--- config.mk ---
export PLATFORM = sky130hd
export DESIGN_NAME = cable_delay_pipe_flat
export DESIGN_NICKNAME = d
export VERILOG_FILES = /design/src/rtl/cable_delay_pipe_if.sv /design/src/rtl/cable_delay_pipe.sv /design/src/flat_wrapper.sv
export SDC_FILE = /design/constraint.sdc
export NUM_CORES = 2
export LEC_CHECK = 0
export CAP_MARGIN = 20
export CELL_PAD_IN_SITES_DETAIL_PLACEMENT = 1
export CELL_PAD_IN_SITES_GLOBAL_PLACEMENT = 2
export CORE_MARGIN = 5
export CORE_UTILIZATION = 45
export DETAILED_ROUTE_END_ITERATION = 16
export PLACE_DENSITY_LB_ADDON = 0.1
export SYNTH_ARGS = -nofsm -noshare
export SYNTH_HDL_FRONTEND = slang
export SYNTH_SLANG_ARGS = --single-unit
--- constraint.sdc ---
create_clock -name CLKCMS -period 4.96 [get_ports CLKCMS]
set_input_delay 0.744 -clock CLKCMS [delete_from_list [all_inputs] [get_ports CLKCMS]]
set_output_delay 0.744 -clock CLKCMS [all_outputs]
set_load 0.05 [all_outputs]
--- src/rtl/cable_delay_pipe_if.sv ---
// Cable delay pipe signal bundle.
// Config, input strobes and delayed outputs.
interface cable_delay_pipe_if;
  logic [7:0] CABLEDLY;
  logic [3:0] L1FDLY;
  logic [2:0] KILLINPUT;
  logic [4:0] LCT_IN;
  logic       L1A_IN;
  logic [4:0] LCT_DLY;
  logic       L1A_DLY;
  logic       BUSY;
  logic [7:0] DROP_CNT;

  modport master (
    output CABLEDLY, L1FDLY, KILLINPUT,
    output LCT_IN, L1A_IN,
    input  LCT_DLY, L1A_DLY, BUSY, DROP_CNT
  );

  modport slave (
    input  CABLEDLY, L1FDLY, KILLINPUT,
    input  LCT_IN, L1A_IN,
    output LCT_DLY, L1A_DLY, BUSY, DROP_CNT
  );
endinterface

--- src/rtl/cable_delay_pipe.sv ---
// Programmable LCT/L1A delay line.
// Circular buffer, fine L1A tap, settle window.
module cable_delay_pipe #(
  parameter int DEPTH = 256
) (
  input logic              CLKCMS,
  input logic              RST,
  cable_delay_pipe_if.slave bus
);

  typedef enum logic {IDLE, SETTLE} state_t;

  state_t      r_state;
  state_t      w_state_nxt;
  logic [8:0]  r_cnt;
  logic [8:0]  w_cnt_nxt;
  logic [7:0]  r_d;
  logic [3:0]  r_f;
  logic [7:0]  r_wptr;
  logic [7:0]  w_raddr;
  logic [5:0]  r_in;
  logic [5:0]  w_rd;
  logic [4:0]  w_kill;
  logic [14:0] r_sr;
  logic [15:0] w_chain;
  logic        w_tap;
  logic [4:0]  r_lct;
  logic        r_l1a;
  logic [7:0]  r_drop;
  logic        w_chg;
  logic        w_busy;
  logic [5:0]  r_mem [0:DEPTH-1];

  assign w_chg   = (bus.CABLEDLY != r_d) ||
                   (bus.L1FDLY != r_f);
  assign w_busy  = (r_state == SETTLE);
  assign w_raddr = r_wptr - r_d;
  // D=0 means the word being written now is the one to emit.
  assign w_rd    = (r_d == 8'd0) ? r_in
                                 : r_mem[w_raddr];
  assign w_chain = {r_sr, w_rd[5]};
  assign w_tap   = w_chain[r_f];

  // Kill mask decode; 6 and 7 kill every CFEB.
  always_comb begin
    w_kill = '0;
    priority case (1'b1)
      (bus.KILLINPUT >= 3'd6):
        w_kill = 5'h1F;
      (bus.KILLINPUT != 3'd0):
        w_kill = 5'(5'd1 << (bus.KILLINPUT - 3'd1));
      default:
        w_kill = '0;
    endcase
  end

  // Settle FSM next state and counter.
  always_comb begin
    w_state_nxt = r_state;
    w_cnt_nxt   = r_cnt;
    unique case (r_state)
      IDLE: begin
        if (w_chg) begin
          w_state_nxt = SETTLE;
          w_cnt_nxt   = '0;
        end
      end
      SETTLE: begin
        if (w_chg) begin
          w_cnt_nxt = '0;
        end else if (r_cnt == 9'd271) begin
          w_state_nxt = IDLE;
          w_cnt_nxt   = '0;
        end else begin
          w_cnt_nxt = r_cnt + 9'd1;
        end
      end
    endcase
  end

  // Settle FSM state and config copies.
  always_ff @(posedge CLKCMS or posedge RST) begin
    if (RST) begin
      r_state <= SETTLE;
      r_cnt   <= '0;
      r_d     <= '0;
      r_f     <= '0;
    end else begin
      r_state <= w_state_nxt;
      r_cnt   <= w_cnt_nxt;
      r_d     <= bus.CABLEDLY;
      r_f     <= bus.L1FDLY;
    end
  end

  // Input capture, pointer, fine shifter, outputs.
  always_ff @(posedge CLKCMS or posedge RST) begin
    if (RST) begin
      r_wptr <= '0;
      r_in   <= '0;
      r_sr   <= '0;
      r_lct  <= '0;
      r_l1a  <= '0;
    end else begin
      r_wptr <= r_wptr + 8'd1;
      r_in   <= {bus.L1A_IN, bus.LCT_IN & ~w_kill};
      r_sr   <= {r_sr[13:0], w_rd[5]};
      r_lct  <= w_rd[4:0];
      r_l1a  <= w_tap;
    end
  end

  // Buffer needs no reset; outputs are masked while settling.
  always_ff @(posedge CLKCMS) begin
    r_mem[r_wptr] <= r_in;
  end

  // Lost L1A counter, saturating.
  always_ff @(posedge CLKCMS or posedge RST) begin
    if (RST) begin
      r_drop <= '0;
    end else if (bus.L1A_IN && w_busy &&
                 (r_drop != 8'hFF)) begin
      r_drop <= r_drop + 8'd1;
    end
  end

  assign bus.BUSY     = w_busy;
  assign bus.LCT_DLY  = w_busy ? 5'd0 : r_lct;
  assign bus.L1A_DLY  = w_busy ? 1'b0 : r_l1a;
  assign bus.DROP_CNT = r_drop;

endmodule

--- src/flat_wrapper.sv ---
// flat-port wrapper written by rule: the top's interface ports become plain ports
module cable_delay_pipe_flat 
#(
  parameter int DEPTH = 256
)
  (CLKCMS, RST, bus_CABLEDLY, bus_L1FDLY, bus_KILLINPUT, bus_LCT_IN, bus_L1A_IN, bus_LCT_DLY, bus_L1A_DLY, bus_BUSY, bus_DROP_CNT);
  cable_delay_pipe_if bus_i ();
  input logic CLKCMS;
  input logic RST;
  input wire logic [$bits(bus_i.CABLEDLY)-1:0] bus_CABLEDLY;
  input wire logic [$bits(bus_i.L1FDLY)-1:0] bus_L1FDLY;
  input wire logic [$bits(bus_i.KILLINPUT)-1:0] bus_KILLINPUT;
  input wire logic [$bits(bus_i.LCT_IN)-1:0] bus_LCT_IN;
  input wire logic [$bits(bus_i.L1A_IN)-1:0] bus_L1A_IN;
  output wire logic [$bits(bus_i.LCT_DLY)-1:0] bus_LCT_DLY;
  output wire logic [$bits(bus_i.L1A_DLY)-1:0] bus_L1A_DLY;
  output wire logic [$bits(bus_i.BUSY)-1:0] bus_BUSY;
  output wire logic [$bits(bus_i.DROP_CNT)-1:0] bus_DROP_CNT;
  assign bus_i.CABLEDLY = bus_CABLEDLY;
  assign bus_i.L1FDLY = bus_L1FDLY;
  assign bus_i.KILLINPUT = bus_KILLINPUT;
  assign bus_i.LCT_IN = bus_LCT_IN;
  assign bus_i.L1A_IN = bus_L1A_IN;
  assign bus_LCT_DLY = bus_i.LCT_DLY;
  assign bus_L1A_DLY = bus_i.L1A_DLY;
  assign bus_BUSY = bus_i.BUSY;
  assign bus_DROP_CNT = bus_i.DROP_CNT;
  cable_delay_pipe #(.DEPTH(DEPTH)) u_core (.CLKCMS(CLKCMS), .RST(RST), .bus(bus_i));
endmodule
==> metrics.md <==
| Metric | Value |
|---|---|
| Status | completed |
| Footprint of the multi-input gates | 0.0144 mm^2 |
| R2R Setup Slk | 0.15 ns |
| Largest net degree at the start of global routing | 206 |
| Hold Path Class | flop to flop |
| Skew final | 0.0281 ns |
| Most frequent cells in the layout | edfxtp_1, mux4_2, nor2_1, clkbuf_16, nand2_1 |
| WL final | 156 mm |
| Worst-Skew Late Latency | 0.78 ns |
| Mapped cell area | approximately 0.063 mm^2 |
| EDFF count, synth | 1,536 |
| Reg-to-Reg Start | u_core.r_wptr[0] |
| Reg-to-reg endpoint | u_core.r_l1a |
| # DRC | 0 |
| CTS buffer count | 169 |
| Setup violators final | 0 |
| Pleak | 21.1 nW |
| Layout Cells excl Fill | about 5,000 |
| Critical-path maximum fanout | 37 |
| Worst Setup End Kind | flop |
| TritonRoute pass-1 iters | 5 |
| Top post-synthesis cells by area | edfxtp_1, mux4_2, dfrtp_1 |
| Area fraction of the dominant cell type after synthesis | 73.5% |
| WL/cell | 31.0 um |
| Most Used Layer, Global Route | met2 |
| Synth Warn # | 0 |
| Worst slew pin tran | 1.13 ns |
| Clock root buffer | clkbuf_16 |
| WHS Endpoint | u_core.r_sr[12] |
| FF/Latch Area | about 0.048 mm^2 |
| I/O pin cnt | 38 |
| Tmin final | 4.81 ns |
| Hold_sp | u_core.r_sr[11] |
| Synth area leader | edfxtp_1 |
| Die area | 0.147 mm^2 |
| Flop pwr share | 51.6% |
| Net Sw Power | approximately 6.3 mW |
| Grt met2 use | 34.7% |
| Vias | 29,300 |
| Fillers | 12,000 |
| Maximum vdd drop | 0.000288 V |
| All-Layer GR Usage | roughly a fifth |
| Comb pwr share | 6.0% |
| Ant diodes | 0 |
| Final Wtd Congestion | between 0.7 and 0.8 |
| CTS tree | built |
| Worst Path Required | roughly 5.7 ns |
| Fmax achieved | about 210 MHz |
| Met1 usage | 31.2% |
| Slew Limit Fails | 0 |
| Die H | 384 um |
| Rows | 137 |
| Initial Util | 45.2% |
| Clk slew on worst S/H paths | 0.06 ns |
| Hold_ws | about 0.38 ns |
| Part of the cycle the worst path needs | 97.0% |
| Placed Instances | 4,721 |
| Pwr Density | 411 mW/mm^2 |
| Most common cell after layout, fill and taps aside | edfxtp_1 |
| Number of global-route vias before repair | between 30,000 and 40,000 |
| Initial antenna violation count | 3 |
| Final core occ | 51.2% |
| MaxCap Viol Count | 0 |
| Power Internal | 22.9 mW |
| GRT met3 Usage | 3.28% |
| Critical path arrival | 5.52 ns |
| Synth Flop Type | edfxtp_1 |
| Hold path cells | 0 |
| Post-DP HPWL | 94.1 mm |
| Antenna-violating nets left | 0 |
| Flip-flop and latch count after synthesis | 1,601 |
| Gr ovfl total | 0 |
| Unrepaired setup endpoints after global routing | no |
| Routed vias/inst | a little under 6 |
| Crit path launch type | flop |
| Core ar. | 0.139 mm^2 |
| Width of the die | 384 um |
| Share of the yosys chip area belonging to registers | between 70% and 80% |
| Switching part of the total | 21.7% |
| Cells after Synth | 2,904 |
| PortBufs | 37 |
| Final Hold Viols | 0 |
| Clock power frac | 42.5% |
| Setup TNS | 0 ns |
| Slew margin rel. | 24.5% |
| Area Overhead vs Synth | 13.4% |
| WS Path Type | flop to flop |
| Synth unique cells | 52 |
| Iter 0 DRT Violations | 2,358 |
| H-tree depth | 4 |
| Worst Reg-to-Reg Cells | 14 |
| Layout cells sized above 1 | 26.1% |
| First-pass GRT wire length | 228 mm |
| Asr flop ratio synth | 4.06% |
| Syn_area_per_cell | 21.6 um^2 |
| Clock Path Buffers | 3 |
| Nets | just over 3,000 |
| Mapped Nets | approximately 2,900 |
| Clock sinks | 1,601 |
-- Yosys cell counts, types with 2 or more instances --
cell type / n
buf_1: 6
nor4_1: 6
buf_2: 54
mux2_2: 11
nand2b_1: 10
inv_1: 11
a21oi_1: 17
a22oi_1: 5
and3_1: 14
edfxtp_1: 1536
o41ai_1: 2
xor2_1: 22
nor2_1: 290
buf_4: 7
dfrtp_1: 64
buf_6: 4
and2_1: 3
or3_1: 3
a21boi_0: 4
xnor2_1: 11
o21ai_0: 15
mux4_1: 6
clkbuf_1: 87
nand4_1: 10
a2111oi_0: 5
mux4_2: 465
buf_12: 3
nand3_1: 34
mux2i_1: 43
a211oi_1: 4
nor3_1: 4
o211a_1: 7
o21a_1: 3
nor2b_1: 16
nand2_1: 92
ha_1: 14
-- power groups by stage --
stage / Clock, mW / Combinational [mW] / Sequential [mW]
finish: 12.4 / 1.74 / 15.1
global route: 13.3 / 1.85 / 15.1
CTS: 12.7 / 1.77 / 15.1
detailed placement: 0 / 1.76 / 15.4
global placement: 0 / 1.73 / 15.4
floorplan: 0 / 0.913 / 15.5
-- metal layers --
metal	vias to the layer above	share of wire (%)
li1	12200	-
met1	16100	44
met2	753	49
met3	182	4.6
met4	0	1.9
met5	-	0
-- flip-flops by register name, summed over array words and instances, names as in the netlist --
name and count:
u_core.r_mem 1536, u_core.r_in 6, u_core.r_sr 15, u_core.bus.DROP_CNT 8
u_core.r_d 8, u_core.r_l1a 1, u_core.r_lct 5, u_core.r_wptr 8
u_core.r_cnt 9, u_core.r_f 4, u_core.bus.BUSY 1
-- how the worst max path moves through the flow --
stage | start | end | slack (ns) | cells past startpoint
after floorplan | u_core.r_in[0] | u_core.r_mem[0][0] | 0.97 | 0
after global placement | u_core.r_wptr[0] | u_core.r_l1a | -0.17 | 15
after detailed placement | u_core.r_wptr[0] | u_core.r_l1a | -0.08 | 13
after CTS | u_core.r_wptr[0] | u_core.r_l1a | 0.007 | 13
after global routing | u_core.r_wptr[0] | u_core.r_l1a | 0.03 | 14
final | u_core.r_wptr[0] | u_core.r_l1a | 0.15 | 14
-- layout make-up --
| class | count | share of cell area [%] |
|---|---|---|
| Sequential cell | 1601 | 67.1 |
| Multi-Input combinational cell | 1131 | 20.2 |
| Clock buffer | 215 | 6.43 |
| Tap cell | 1876 | 3.30 |
| Timing Repair Buffer | 103 | 1.71 |
| Clock inverter | 88 | 1.20 |
| Inverter | 11 | 0.0580 |
-- critical path, stage by stage (launching register included) --
cell	delay (ns)
dfrtp_1	0.45
inv_1	0.18
ha_1	0.25
fa_4	0.81
buf_12	0.18
buf_4	0.48
mux4_2	0.31
nand2_1	0.09
and3_1	0.22
a2111oi_0	0.78
o41ai_2	0.22
a21boi_1	0.35
buf_4	0.18
nor3_1	0.04
a21oi_1	0.16
-- cell families after synthesis --
logic type      count (synthesis)  synth area share, %
flops                        1601                 76.1
mux                           525                 17.8
simple gates                  485                 3.24
buf+inv                       172                 1.30
compound gates                 72                0.789
xor+xnor                       34                0.486
fa+ha+maj                      15                0.311
-- through the flow --
step / total power, mW / cell area, um^2 / setup WS [ns]
6_report: 29.2 / 71200 / 0.148
5_1_grt: 30.3 / 71200 / 0.0272
4_1_cts: 29.6 / 71200 / 0.00736
3_5_place_dp: 17.1 / 65700 / -0.0789
3_3_place_gp: 17.1 / 65700 / -0.173
2_1_floorplan: 16.5 / 62800 / 0.973
-- timing repair --
action / 4_1_cts / 5_1_grt
setup buffers: 0 / 0
endpoints found under the hold margin: 0 / 0
hold buffers: 0 / 0
resized for setup: 1 / 1
setup endpoints to repair: 1 / 1
No activity file was read; power rests on OpenSTA's default activity.
